===== src/rtl/alu_mul_sequencer.sv =====
// alu_mul_sequencer: multi-cycle unsigned 64x64 multiplier (low 64 bits of the product).
// The block has no adder or shifter of its own. Each step is issued to the external LEGv8
// ALU through the alu_* ports, and the ALU result is captured on the following edge.
//
// Ports:
//   clock, reset       rising-edge clock, synchronous active-high reset
//   start, X, Y        request plus multiplicand/multiplier, accepted only in IDLE
//   busy, done         busy outside IDLE; done is a one-cycle pulse when the product is final
//   product, ovf       low 64 bits of X*Y and the overflow flag (true product >= 2^64)
//   alu_A/B/FS/C0      operands, function select and carry-in driven to the ALU
//   alu_F, alu_status  combinational ALU result and its flags {V,C,N,Z}
module alu_mul_sequencer #(
    parameter bit EARLY_EXIT = 1'b1
) (
    input  logic        clock,
    input  logic        reset,
    input  logic        start,
    input  logic [63:0] X,
    input  logic [63:0] Y,
    output logic        busy,
    output logic        done,
    output logic [63:0] product,
    output logic        ovf,
    output logic [63:0] alu_A,
    output logic [63:0] alu_B,
    output logic [4:0]  alu_FS,
    output logic        alu_C0,
    input  logic [63:0] alu_F,
    input  logic [3:0]  alu_status
);

    localparam logic [4:0] FsIdle = 5'b11000;
    localparam logic [4:0] FsAdd  = 5'b01000;
    localparam logic [4:0] FsShl  = 5'b10000;
    localparam logic [4:0] FsShr  = 5'b10100;

    typedef enum logic [2:0] {StIdle, StAdd, StShl, StShr, StDone} state_e;

    state_e      state_q, state_d;
    logic [63:0] mcand_q, mcand_d;
    logic [63:0] mplier_q, mplier_d;
    logic [63:0] acc_q, acc_d;
    logic        ovf_q, ovf_d;
    logic [5:0]  cnt_q, cnt_d;
    logic        term;

    // Only the carry and zero flags steer the sequence.
    logic unused_status;
    assign unused_status = alu_status[3] ^ alu_status[1];

    always_ff @(posedge clock) begin
        if (reset) begin
            state_q  <= StIdle;
            mcand_q  <= '0;
            mplier_q <= '0;
            acc_q    <= '0;
            ovf_q    <= 1'b0;
            cnt_q    <= '0;
        end else begin
            state_q  <= state_d;
            mcand_q  <= mcand_d;
            mplier_q <= mplier_d;
            acc_q    <= acc_d;
            ovf_q    <= ovf_d;
            cnt_q    <= cnt_d;
        end
    end

    always_comb begin
        state_d  = state_q;
        mcand_d  = mcand_q;
        mplier_d = mplier_q;
        acc_d    = acc_q;
        ovf_d    = ovf_q;
        cnt_d    = cnt_q;
        term     = 1'b0;
        done     = 1'b0;
        alu_A    = '0;
        alu_B    = '0;
        alu_FS   = FsIdle;
        alu_C0   = 1'b0;

        case (state_q)
            StIdle: begin
                if (start) begin
                    mcand_d  = X;
                    mplier_d = Y;
                    acc_d    = '0;
                    ovf_d    = 1'b0;
                    cnt_d    = '0;
                    state_d  = Y[0] ? StAdd : StShl;
                end
            end
            StAdd: begin
                alu_A   = acc_q;
                alu_B   = mcand_q;
                alu_FS  = FsAdd;
                acc_d   = alu_F;
                ovf_d   = ovf_q | alu_status[2];
                state_d = StShl;
            end
            StShl: begin
                alu_A   = mcand_q;
                alu_B   = 64'd1;
                alu_FS  = FsShl;
                mcand_d = alu_F;
                // A multiplicand bit shifted out still matters if any higher multiplier
                // bit remains to be added in later.
                ovf_d   = ovf_q | (mcand_q[63] & (|mplier_q[63:1]));
                state_d = StShr;
            end
            StShr: begin
                alu_A    = mplier_q;
                alu_B    = 64'd1;
                alu_FS   = FsShr;
                mplier_d = alu_F;
                cnt_d    = cnt_q + 6'd1;
                term     = EARLY_EXIT ? alu_status[0] : (cnt_q == 6'd63);
                if (term) begin
                    state_d = StDone;
                end else begin
                    state_d = alu_F[0] ? StAdd : StShl;
                end
            end
            StDone: begin
                done    = 1'b1;
                state_d = StIdle;
            end
            default: state_d = StIdle;
        endcase
    end

    assign busy    = (state_q != StIdle);
    assign product = acc_q;
    assign ovf     = ovf_q;

endmodule


===== config.mk =====
export PLATFORM = sky130hd
export DESIGN_NAME = alu_mul_sequencer
export DESIGN_NICKNAME = d
export VERILOG_FILES = /design/src/rtl/alu_mul_sequencer.sv
export SDC_FILE = /design/constraint.sdc
export NUM_CORES = 1
export LEC_CHECK = 0
export ABC_AREA = 1
export ABC_CLOCK_PERIOD_IN_PS = 1500
export CAP_MARGIN = 20
export CORE_ASPECT_RATIO = 0.9
export CORE_MARGIN = 4
export CORE_UTILIZATION = 39
export CTS_CLUSTER_DIAMETER = 150
export CTS_CLUSTER_SIZE = 24
export DETAILED_ROUTE_END_ITERATION = 8
export PLACE_DENSITY = 0.77
export REMOVE_ABC_BUFFERS = 1
export SYNTH_ARGS = -nofsm -noshare
export SYNTH_HDL_FRONTEND = slang
export SYNTH_SLANG_ARGS = --single-unit
export TNS_END_PERCENT = 100

===== constraint.sdc =====
create_clock -name clock -period 1.5 [get_ports clock]
set_input_delay 0.225 -clock clock [delete_from_list [all_inputs] [get_ports clock]]
set_output_delay 0.225 -clock clock [all_outputs]
set_load 0.02 [all_outputs]

* Yosys cells after proc, flatten, opt, wreduce, memory -nomap -nowiden
Cells that the tools add are included.
** Storage, ports and cells
- Register bits :: 196
- Input port bits :: 199
- Output and inout port bits :: 201
- Word-level logic and storage cells :: 42
** Operators by class
- Equality and inequality tests :: 5
- Mux-type cells :: 17
- Bitwise operators :: 3
- Reduce and logical (&&, ||, !) cells :: 12
** Operator list (number)
- 64-bit case mux with 2 select lines :: 4
- 64-bit two-way mux :: 3
- 64-bit case mux with 3 select lines :: 1
- 63-bit OR reduction :: 1
- 5-bit case mux with 3 select lines :: 1
- 3-bit case mux with 4 select lines :: 1
- 2-bit AND reduction :: 4
- 3-bit by 2-bit equality test with 1-bit output (second input constant) :: 2
- 3-bit two-way mux :: 2
- 2-bit nonzero test :: 3
- 3-bit nonzero test :: 2
- 2-bit two-way mux :: 2
- 3-bit by 1-bit equality test with 1-bit output (second input constant) :: 1
- 3-bit equality test (second input constant) :: 1
- 3-bit zero test :: 1
- 1-bit case mux with 3 select lines :: 1
- 1-bit two-way mux :: 2
- 2-bit != test (second input constant) :: 1
- 1-bit bitwise OR :: 2
- 2-bit OR reduction :: 1
- 1-bit AND :: 1

* Logic depth before layout (Yosys ltp)
Gate-level depths: netlist (run 1).
- Depth in word-level cells :: 4
- Mapped depth :: 10
- Mapped depth without buffers :: 10

* Worst setup path after synthesis (run 1)
OpenSTA, ideal clock, no wires.
- Path kind :: register -> output
- Start :: reg state_q[1]
- End :: out alu_A[50]
- Arrival :: 1573 ps
- Slack :: -298 ps
- Cell stages (with the launch flop) :: 7
- Cell sequence :: dfxtp_1 > nand3_1 > inv_2 > buf_2 > clkbuf_1 > nand2_1 > o211ai_1
** Between the ends
- Cells in the longest elaborated chain, start to end :: 2
- Elaborated cells between the ends (all ways) :: 4
- Those cells by class :: eq/ne (3); mux (1)
** Ends and longest elaborated chain
- from (decl) :: RTL line 39 : state_e state_q, state_d;
- from (signal assigned) :: RTL line 53 : state_q <= StIdle;
- from (signal assigned) :: RTL line 60 : state_q <= state_d;
- 3-bit by 2-bit equality test with 1-bit output or 3-bit by 1-bit equality test with 1-bit output (tied branches) :: RTL line 83 : case (state_q)
- 64-bit case mux with 3 select lines (*) :: RTL line 83
- to (decl) :: RTL line 24 : output logic [63:0] alu_A,
Every way passes the cells marked *; elsewhere a longest branch is shown, timed or not.

* Worst setup path in the final report (run 1)
- Start :: reg state_q[0]
- End :: out alu_A[6]
Same word-level chain as after synthesis.

==> impl_metrics.csv, run 1 <==
group,metric,value,unit
critical_path,worst_path_most_repeated_cell,"buf_12",
global_routing,antenna_found_initial,0,
finish,layout-drive-gt1-share,0.215,
die,coreArea,24200,um2
synthesis,synthTopCellsByArea,"dfxtp_1 41%, nand2_1 17%, a31oi_1 8.4%",
worst_hold_path,hold_path_depth,3,
placement,io_buffers,394,
drt,drt_iter0_markers,1286,
critical_path,path_buf_inv,6,
finish,final-instance-count-excl-fill,2218,
cts,cts.clk_slew.worst_paths,0.08,ns
critical_path,reg2reg_from,"state_q[0]",
timing,fmax,472,MHz
synthesis,synth_area_per_cell,6.70,um2
die,die-area,27100,um2
drt,ant_nets,0,
global_routing,grt_pass1_vias,11800,
critical_path,path_class,"register to output pin",
critical_path,worst_ep_arrival_time,1.89,ns
critical_path,reg2reg_to,"mplier_q[16]",
finish,antenna_cells,0,
power,power.leakage,6.50,nW
global_routing,grt_pass1_wl,65100,um
global_routing,grt_overflow_total,0,
critical_path,path_cells,"inv_4 > nor3_4 > buf_6 > buf_12 > buf_12 > clkbuf_16 > nand2_2 > o211ai_1 > buf_4",
finish,final_net_count,2097,
cts,cts_hold_buf,0,
run,cap_viol_max_count,0,
critical_path,cp-start-kind,"register",
critical_path,cp_top_family,"buffers and inverters",
synthesis,muxShareOfSynthArea,0,
outcome,violations,"setup timing",
timing,setup_slack,-0.617,ns
timing,setup_viol_count_final,388,
power,peakVddDrop,0.700,mV
timing,finalClockSkew,0.0154,ns
power,powerDensity,1070,nW/um2
outcome,status,"finished with violations",
synthesis,yosysTopAreaCellShare,0.410,
critical_path,cp_slowest_stage_delay,0.40,ns
cts,cts_buffer_depth,2,
synthesis,ys_ff_latch,196,
die,io_pins,400,
placement,dp_cells,2131,
critical_path,cp.required,1.27,ns
cts,cts_buffers,17,
timing,fin_crit,2.12,ns
die,initial_core_util,0.396,
synthesis,synth_area,9570,um2
synthesis,synth-compound-area-share,0.248,
drt,finalWirelength,44700,um
cts,clk-insertion-delay-late,0.43,ns
worst_hold_path,hold_path.class,"input port to register",
global_routing,grt_max_degree,69,
synthesis,yosysSeqAreaShare,0.410,
drt,viasPerCell,5.62,
timing,timing.final.crit_share,1.41,
cts,cts_sinks,196,
synthesis,yosysTopAreaCell,"dfxtp_1",
synthesis,yosys.area_share.simple,0.253,
finish,area_growth,66.3,%
die,die-height,157,um
synthesis,synthXorXnorAreaFrac,0,
drt,drcViolationCount,0,
drt,post_drt_wl_per_cell,20.1,um
critical_path,endpoint,"alu_A[6]",
critical_path,crit_cells,9,
finish,layout_common_cells,"422 x nand2_1, 260 x clkdlybuf4s50_1, 230 x buf_4",
die,std_cell_rows,54,
critical_path,crit_start,"state_q[0]",
synthesis,synth_top_family_by_area,"simple AND/OR/NAND/NOR gates",
drt,drt_pre_antenna_iters,6,
cts,htree_num_levels,4,
placement,dp_hpwl,29200,um
timing,rsz0062_at_grt,"yes",
finish,final_common_cell,"nand2_1",
critical_path,crit_path_end_kind,"output pin",
global_routing,grtUsageTotal,0.299,
timing,relSlewSlack,0.576,
critical_path,critPathMaxFanout,7,
timing,drv_slew,0,
cts,cts_tree,"done",
die,die_w,173,um
critical_path,cp_slowest_cell,"dfxtp_4",
synthesis,yosys.area_share.adder,0,
cts,cts_root_buf,"clkbuf_16",
timing,hold_ws,0.310,ns
synthesis,yosysWarnings,0,
placement,gp_congestion,0.906,
timing,worst_pin_slew,0.636,ns
critical_path,reg2reg_depth,7,
critical_path,reg2reg_setup_slack,-0.55,ns
synthesis,syn_inst,1428,
synthesis,yosysUniqueCellTypes,21,
timing,hold_violations,0,
drt,vias,12500,
[synth_stat cells]
| master | instances |
|---|---|
| a211oi_1 | 1 |
| a21oi_1 | 68 |
| a221o_1 | 1 |
| a22oi_1 | 21 |
| a31oi_1 | 128 |
| buf_1 | 7 |
| buf_2 | 50 |
| buf_4 | 4 |
| clkbuf_1 | 68 |
| conb_1 | 1 |
| dfxtp_1 | 196 |
| inv_1 | 70 |
| inv_2 | 6 |
| nand2_1 | 436 |
| nand3_1 | 66 |
| nor2_1 | 106 |
| nor3_1 | 6 |
| nor3_2 | 3 |
| o211ai_1 | 42 |
| o21ai_0 | 90 |
| o21ai_1 | 58 |
[kinds of logic after synthesis]
family	after synthesis
AOI/OAI and AO/OA	409
other	1
buffers and inverters	205
DFF	196
and+or+nand+nor	617
[area by class of cell]
type	count	area (um2)
Inverter	76	314
Tap cell	308	385
Timing Repair Buffer	577	5670
Clock buffer	19	453
Fill cell	2055	8270
Timing Repair inverter	1	11.3
Sequential cell	196	3940
Multi-Input combinational cell	1029	5040
Clock inverter	12	114
[per-stage QoR]
step | cell area (um2) | utilization | power [mW] | setup TNS [ns] | setup slack (ns)
after global routing | 15900 | 0.658 | 17.7 | -167.03 | -0.703
after detailed placement | 14600 | 0.604 | 11.7 | -145.36 | -0.791
after floorplan | 9020 | - | 8.79 | -1276.76 | -5.66
after global placement | 14600 | 0.604 | 11.6 | -133.48 | -0.744
final | 15900 | 0.658 | 17.0 | -132.94 | -0.617
after CTS | 15500 | 0.641 | 16.5 | -139.14 | -0.720
[routing by layer]
metal / GRT usage / routed length (um)
met1: 0.370 / 16700
met2: 0.507 / 21500
met3: 0.0720 / 4590
met4: 0.122 / 1880
met5: 0 / 0
[worst min-delay path by stage]
| stage | start | to |
|---|---|---|
| finish | reset | product[43] |
| floorplan | reset | mplier_q[0] |
| CTS | reset | product[41] |
| detailed placement | ovf | ovf |
| global placement | ovf | ovf |
| global route | reset | product[61] |
[state kept, by name, indices dropped and copies added, names as in the netlist]
signal and count:
mplier_q 64, mcand_q 64, ovf 1, product 64, state_q 3
[timing repair]
action,4_1_cts,5_1_grt
pin swaps,9,23
setup buffers,26,20
gates cloned,6,7
gates resized for setup,558,259
endpoints found under the setup margin,394,394
[worst reg2reg max path, stage by stage (launching register included)]
cell	delay, ns
dfxtp_4	0.37
buf_4	0.15
nand3_4	0.10
buf_4	0.54
nand2_4	0.17
buf_12	0.22
o21ai_0	0.29
a31oi_1	0.09
[power breakdown]
group	switching (mW)	total (mW)	internal [mW]	leakage [nW]
sequential	0.459	6.34	5.88	1.62
combinational	3.38	6.09	2.71	4.60
clock	2.26	4.54	2.28	0.278
total	6.09	17.0	10.9	6.50
Note: power is estimated with default switching activity, not from simulation.
==> run 2: changes to the inputs <==
--- a/config.mk
+++ b/config.mk
@@ -8,13 +8,12 @@
 export ABC_AREA = 1
 export ABC_CLOCK_PERIOD_IN_PS = 1500
 export CAP_MARGIN = 20
-export CORE_ASPECT_RATIO = 0.9
 export CORE_MARGIN = 4
 export CORE_UTILIZATION = 39
 export CTS_CLUSTER_DIAMETER = 150
 export CTS_CLUSTER_SIZE = 24
 export DETAILED_ROUTE_END_ITERATION = 8
-export PLACE_DENSITY = 0.77
+export PLACE_DENSITY = 0.82
 export REMOVE_ABC_BUFFERS = 1
 export SYNTH_ARGS = -nofsm -noshare
 export SYNTH_HDL_FRONTEND = slang
==> impl_metrics.csv, run 2 (synthesized netlist as in run 1, its figures left out) <==
group,metric,value,unit
finish,final_common_cell,"nand2_1",
power,powerDensity,1070,nW/um2
critical_path,path_buf_inv,4,
drt,ant_nets,0,
critical_path,path_class,"register to output pin",
die,die-height,165,um
outcome,violations,"setup timing",
placement,gp_congestion,0.918,
finish,final_net_count,2073,
worst_hold_path,hold_path_depth,3,
timing,setup_slack,-0.662,ns
drt,viasPerCell,5.66,
die,initial_core_util,0.395,
cts,cts_root_buf,"clkbuf_16",
power,peakVddDrop,0.752,mV
timing,rsz0062_at_grt,"yes",
global_routing,grt_pass1_wl,61200,um
critical_path,cp_top_family,"buffers and inverters",
run,cap_viol_max_count,0,
critical_path,worst_ep_arrival_time,1.94,ns
global_routing,grt_overflow_total,0,
die,io_pins,400,
die,die_w,165,um
cts,cts_sinks,196,
drt,vias,12500,
drt,drcViolationCount,0,
critical_path,cp.required,1.27,ns
critical_path,crit_path_end_kind,"output pin",
cts,cts_buffers,17,
critical_path,crit_cells,7,
cts,clk-insertion-delay-late,0.43,ns
cts,cts_buffer_depth,2,
timing,timing.final.crit_share,1.44,
critical_path,cp-start-kind,"register",
worst_hold_path,whs_endpoint,"product[42]",
worst_hold_path,hp-start,"reset",
placement,io_buffers,394,
drt,drt_pre_antenna_iters,5,
die,die-area,27100,um2
drt,drt_iter0_markers,1357,
timing,hold_violations,0,
global_routing,grt_max_degree,71,
cts,cts_hold_buf,0,
global_routing,grtUsageTotal,0.280,
cts,htree_num_levels,4,
critical_path,reg2reg_to,"mcand_q[57]",
drt,finalWirelength,44300,um
critical_path,critPathMaxFanout,9,
power,power.leakage,6.41,nW
cts,cts_tree,"done",
global_routing,grt_pass1_vias,11400,
global_routing,antenna_found_initial,2,
critical_path,path_cells,"nor3_4 > buf_12 > buf_8 > buf_6 > a22oi_1 > o21ai_1 > buf_4",
timing,fin_crit,2.16,ns
timing,finalClockSkew,0.0116,ns
critical_path,reg2reg_depth,10,
critical_path,reg2reg_from,"state_q[0]",
timing,drv_slew,0,
finish,multi_input_area,5190,um2
finish,layout_common_cells,"433 x nand2_1, 260 x clkdlybuf4s50_1, 193 x dfxtp_1",
outcome,status,"finished with violations",
critical_path,cp_slowest_stage_delay,0.38,ns
finish,area_growth,67.6,%
timing,hold_ws,0.324,ns
power,finalPower,17.2,mW
drt,post_drt_wl_per_cell,20.0,um
cts,cts.clk_slew.worst_paths,0.08,ns
timing,fmax,463,MHz
placement,dp_hpwl,27600,um
die,coreArea,24200,um2
die,std_cell_rows,57,
critical_path,cp_slowest_cell,"dfxtp_4",
timing,worst_pin_slew,0.517,ns
worst_hold_path,hold_path.class,"input port to register",
timing,setup_viol_count_final,394,
finish,ff_latch_area,3940,um2
finish,layout-drive-gt1-share,0.221,
critical_path,reg2reg_setup_slack,-0.40,ns
finish,fill_cells,2050,
timing,relSlewSlack,0.655,
-- run 2: routing by layer --
metal	part of all wire	GRT usage	vias up	wire length (um)
met5	0	0	-	0
met4	0.043	0.118	0	1890
met3	0.094	0.0532	137	4160
met2	0.49	0.479	775	21500
met1	0.38	0.347	5868	16800
li1	-	-	5734	-
-- run 2: worst max path at each step --
stage / startpoint / end
3_5_place_dp: state_q[2] / alu_A[46]
6_report: state_q[2] / alu_A[59]
2_1_floorplan: state_q[0] / alu_B[10]
3_3_place_gp: state_q[1] / alu_A[46]
5_1_grt: state_q[2] / alu_A[59]
4_1_cts: state_q[2] / alu_B[46]
-- run 2: worst register-to-register path: stages, from the launching register on --
cell and delay, ns:
dfxtp_4 0.36, buf_6 0.12, nor3_4 0.17, buf_4 0.15
buf_4 0.09, buf_4 0.14, a21oi_1 0.08, inv_4 0.11
buf_12 0.25, o21ai_1 0.16, a31oi_1 0.18
-- run 2: timing repair --
item | 4_1_cts | 5_1_grt
setup endpoints to repair | 394 | 394
buffers inserted | 19 | 15
pin swaps | 5 | 6
gates cloned | 4 | 17
resized for setup | 531 | 322
-- run 2: report_power, final --
| part | switching, mW | internal, mW |
|---|---|---|
| logic | 3.45 | 2.78 |
| registers | 0.479 | 5.88 |
| clock network | 2.26 | 2.40 |
| total | 6.19 | 11.1 |
-- run 2: final cells by class --
type,instances,share of cell area
Timing Repair inverter,1,0.000390
Antenna cell,2,0.000312
Clock buffer,18,0.0274
Timing Repair Buffer,553,0.349
Sequential cell,196,0.245
Clock inverter,13,0.00874
Tap cell,324,0.0253
Multi-Input combinational cell,1029,0.324
Inverter,76,0.0196
-- run 2: through the flow --
step	util	instances	instance area [um2]	TNS, ns	worst slack, ns
after floorplan	-	1301	9020	-1276.76	-5.66
after global placement	0.598	2124	14500	-131.62	-0.697
after detailed placement	0.598	2124	14500	-151.23	-0.689
after CTS	0.631	2178	15300	-151.47	-0.684
after global routing	0.662	2212	16000	-159.49	-0.737
final	0.662	2212	16000	-137.23	-0.662
==> run 3: changes to the inputs <==
--- a/config.mk
+++ b/config.mk
@@ -6,15 +6,16 @@
 export NUM_CORES = 1
 export LEC_CHECK = 0
 export ABC_AREA = 1
-export ABC_CLOCK_PERIOD_IN_PS = 1500
+export ABC_CLOCK_PERIOD_IN_PS = 2210
 export CAP_MARGIN = 20
 export CORE_MARGIN = 4
-export CORE_UTILIZATION = 39
+export CORE_UTILIZATION = 43
 export CTS_CLUSTER_DIAMETER = 150
 export CTS_CLUSTER_SIZE = 24
 export DETAILED_ROUTE_END_ITERATION = 8
-export PLACE_DENSITY = 0.82
+export PLACE_DENSITY = 0.86
 export REMOVE_ABC_BUFFERS = 1
+export SLEW_MARGIN = 20
 export SYNTH_ARGS = -nofsm -noshare
 export SYNTH_HDL_FRONTEND = slang
 export SYNTH_SLANG_ARGS = --single-unit
==> constraint.sdc (replaced) <==
create_clock -name clock -period 2.21 [get_ports clock]
set_input_delay 0.3315 -clock clock [delete_from_list [all_inputs] [get_ports clock]]
set_output_delay 0.3315 -clock clock [all_outputs]
set_load 0.02 [all_outputs]
==> impl_metrics.csv, run 3 (synthesized netlist as in run 1, its figures left out) <==
group,metric,value,unit
timing,worst_pin_slew,0.893,ns
timing,finalClockSkew,0.0145,ns
finish,area_growth,55.2,%
timing,fin_crit,2.21,ns
finish,layout_common_cells,"431 x nand2_1, 261 x clkdlybuf4s50_1, 193 x dfxtp_1",
timing,setup_viol_count_final,1,
die,std_cell_rows,54,
finish,fill_cells,1800,
critical_path,crit_start,"state_q[2]",
global_routing,antenna_found_initial,1,
critical_path,critPathMaxFanout,11,
critical_path,crit_path_end_kind,"output pin",
critical_path,worst_ep_arrival_time,1.88,ns
timing,fmax,452,MHz
drt,vias,12100,
timing,fin_tns_setup,-0.00217,ns
critical_path,cp-start-kind,"register",
finish,final_common_cell,"nand2_1",
finish,final_util,0.678,
critical_path,path_class,"register to output pin",
timing,timing.final.crit_share,1.00,
cts,cts_tree,"done",
run,cap_viol_max_count,0,
critical_path,cp_slowest_cell,"dfxtp_4",
timing,rsz0062_at_grt,"yes",
finish,layout-drive-gt1-share,0.161,
cts,cts_buffer_depth,2,
critical_path,path_buf_inv,4,
die,die-area,24700,um2
power,finalPower,11.2,mW
timing,drv_slew,0,
timing,relSlewSlack,0.405,
global_routing,grt_max_degree,129,
drt,finalWirelength,41600,um
power,peakVddDrop,0.439,mV
cts,clk-insertion-delay-late,0.43,ns
finish,final_net_count,2009,
die,coreArea,21900,um2
placement,place_area,14100,um2
critical_path,cp_top_family,"buffers and inverters",
drt,drt_pre_antenna_iters,6,
cts,htree_num_levels,4,
die,die-height,157,um
placement,gp_congestion,0.940,
drt,drcViolationCount,0,
global_routing,grtUsageTotal,0.296,
placement,dp_hpwl,26800,um
critical_path,path_cells,"nor3_4 > inv_4 > buf_12 > buf_12 > o211ai_1 > buf_4",
finish,ff_latch_area,3930,um2
cts,cts.clk_slew.worst_paths,0.07,ns
finish,stdcell_area,14900,um2
cts,cts_root_buf,"clkbuf_16",
critical_path,reg2reg_from,"state_q[0]",
worst_hold_path,hp-start,"ovf",
drt,post_drt_wl_per_cell,19.7,um
global_routing,grt_pass1_vias,11100,
critical_path,cp_slowest_stage_delay,0.38,ns
outcome,status,"finished with violations",
finish,multi_input_area,4900,um2
drt,viasPerCell,5.73,
cts,cts_sinks,196,
outcome,violations,"setup timing",
timing,hold_violations,0,
power,powerDensity,754,nW/um2
placement,io_buffers,394,
drt,ant_nets,0,
timing,hold_ws,0.449,ns
critical_path,cp.required,1.88,ns
timing,setup_slack,-0.00217,ns
die,die_w,157,um
cts,cts_hold_buf,0,
worst_hold_path,hold_path.class,"register to register",
die,io_pins,400,
power,power.leakage,5.97,nW
global_routing,grt_pass1_wl,59000,um
drt,drt_iter0_markers,1286,
critical_path,worst_path_most_repeated_cell,"buf_12",
die,initial_core_util,0.437,
global_routing,grt_overflow_total,0,
cts,cts_buffers,17,
[run 3: layout make-up]
class | instances | share of cell area
Multi-Input combinational cell | 1029 | 0.330
Clock buffer | 19 | 0.0305
Timing Repair Buffer | 490 | 0.320
Tap cell | 280 | 0.0236
Sequential cell | 196 | 0.265
Antenna cell | 3 | 0.000505
Inverter | 76 | 0.0206
Clock inverter | 13 | 0.00944
[run 3: final timing paths]
kind	endpoint	slack [ns]	depth (start not counted)
max	alu_A[27]	-0.002	6
min	ovf	0.45	2
max reg2reg	mplier_q[18]	0.22	7
min reg2reg	ovf	0.45	2
[run 3: timing repair]
item / in CTS / in global routing
buffers inserted: 2 / 20
resized for setup: 549 / 109
pin swaps: 2 / 18
endpoints found under the setup margin: 133 / 128
gates cloned: 1 / 10
[run 3: tightest hold or removal path, delay by kind of cell (launching register included)]
family / cells / cell delay, ns
buffers and inverters: 1 / 0.05
DFF: 1 / 0.31
AOI/OAI and AO/OA: 1 / 0.05
[run 3: layer usage]
| layer | GRT usage | wire [um] |
|---|---|---|
| met1 | 0.363 | 15100 |
| met2 | 0.501 | 19900 |
| met3 | 0.0630 | 4600 |
| met4 | 0.136 | 1960 |
| met5 | 0 | 0 |
[run 3: where the power goes]
part | internal, mW | switching, mW | leakage (nW)
sequential | 3.99 | 0.318 | 1.62
clock | 1.66 | 1.51 | 0.286
combinational | 1.58 | 2.14 | 4.07
[run 3: metrics by stage]
| step | instances | setup WS (ns) |
|---|---|---|
| after global placement | 2038 | -0.0614 |
| after detailed placement | 2038 | -0.128 |
| final | 2106 | -0.00217 |
| after floorplan | 1301 | -5.06 |
| after CTS | 2073 | -0.101 |
| after global routing | 2104 | -0.0768 |
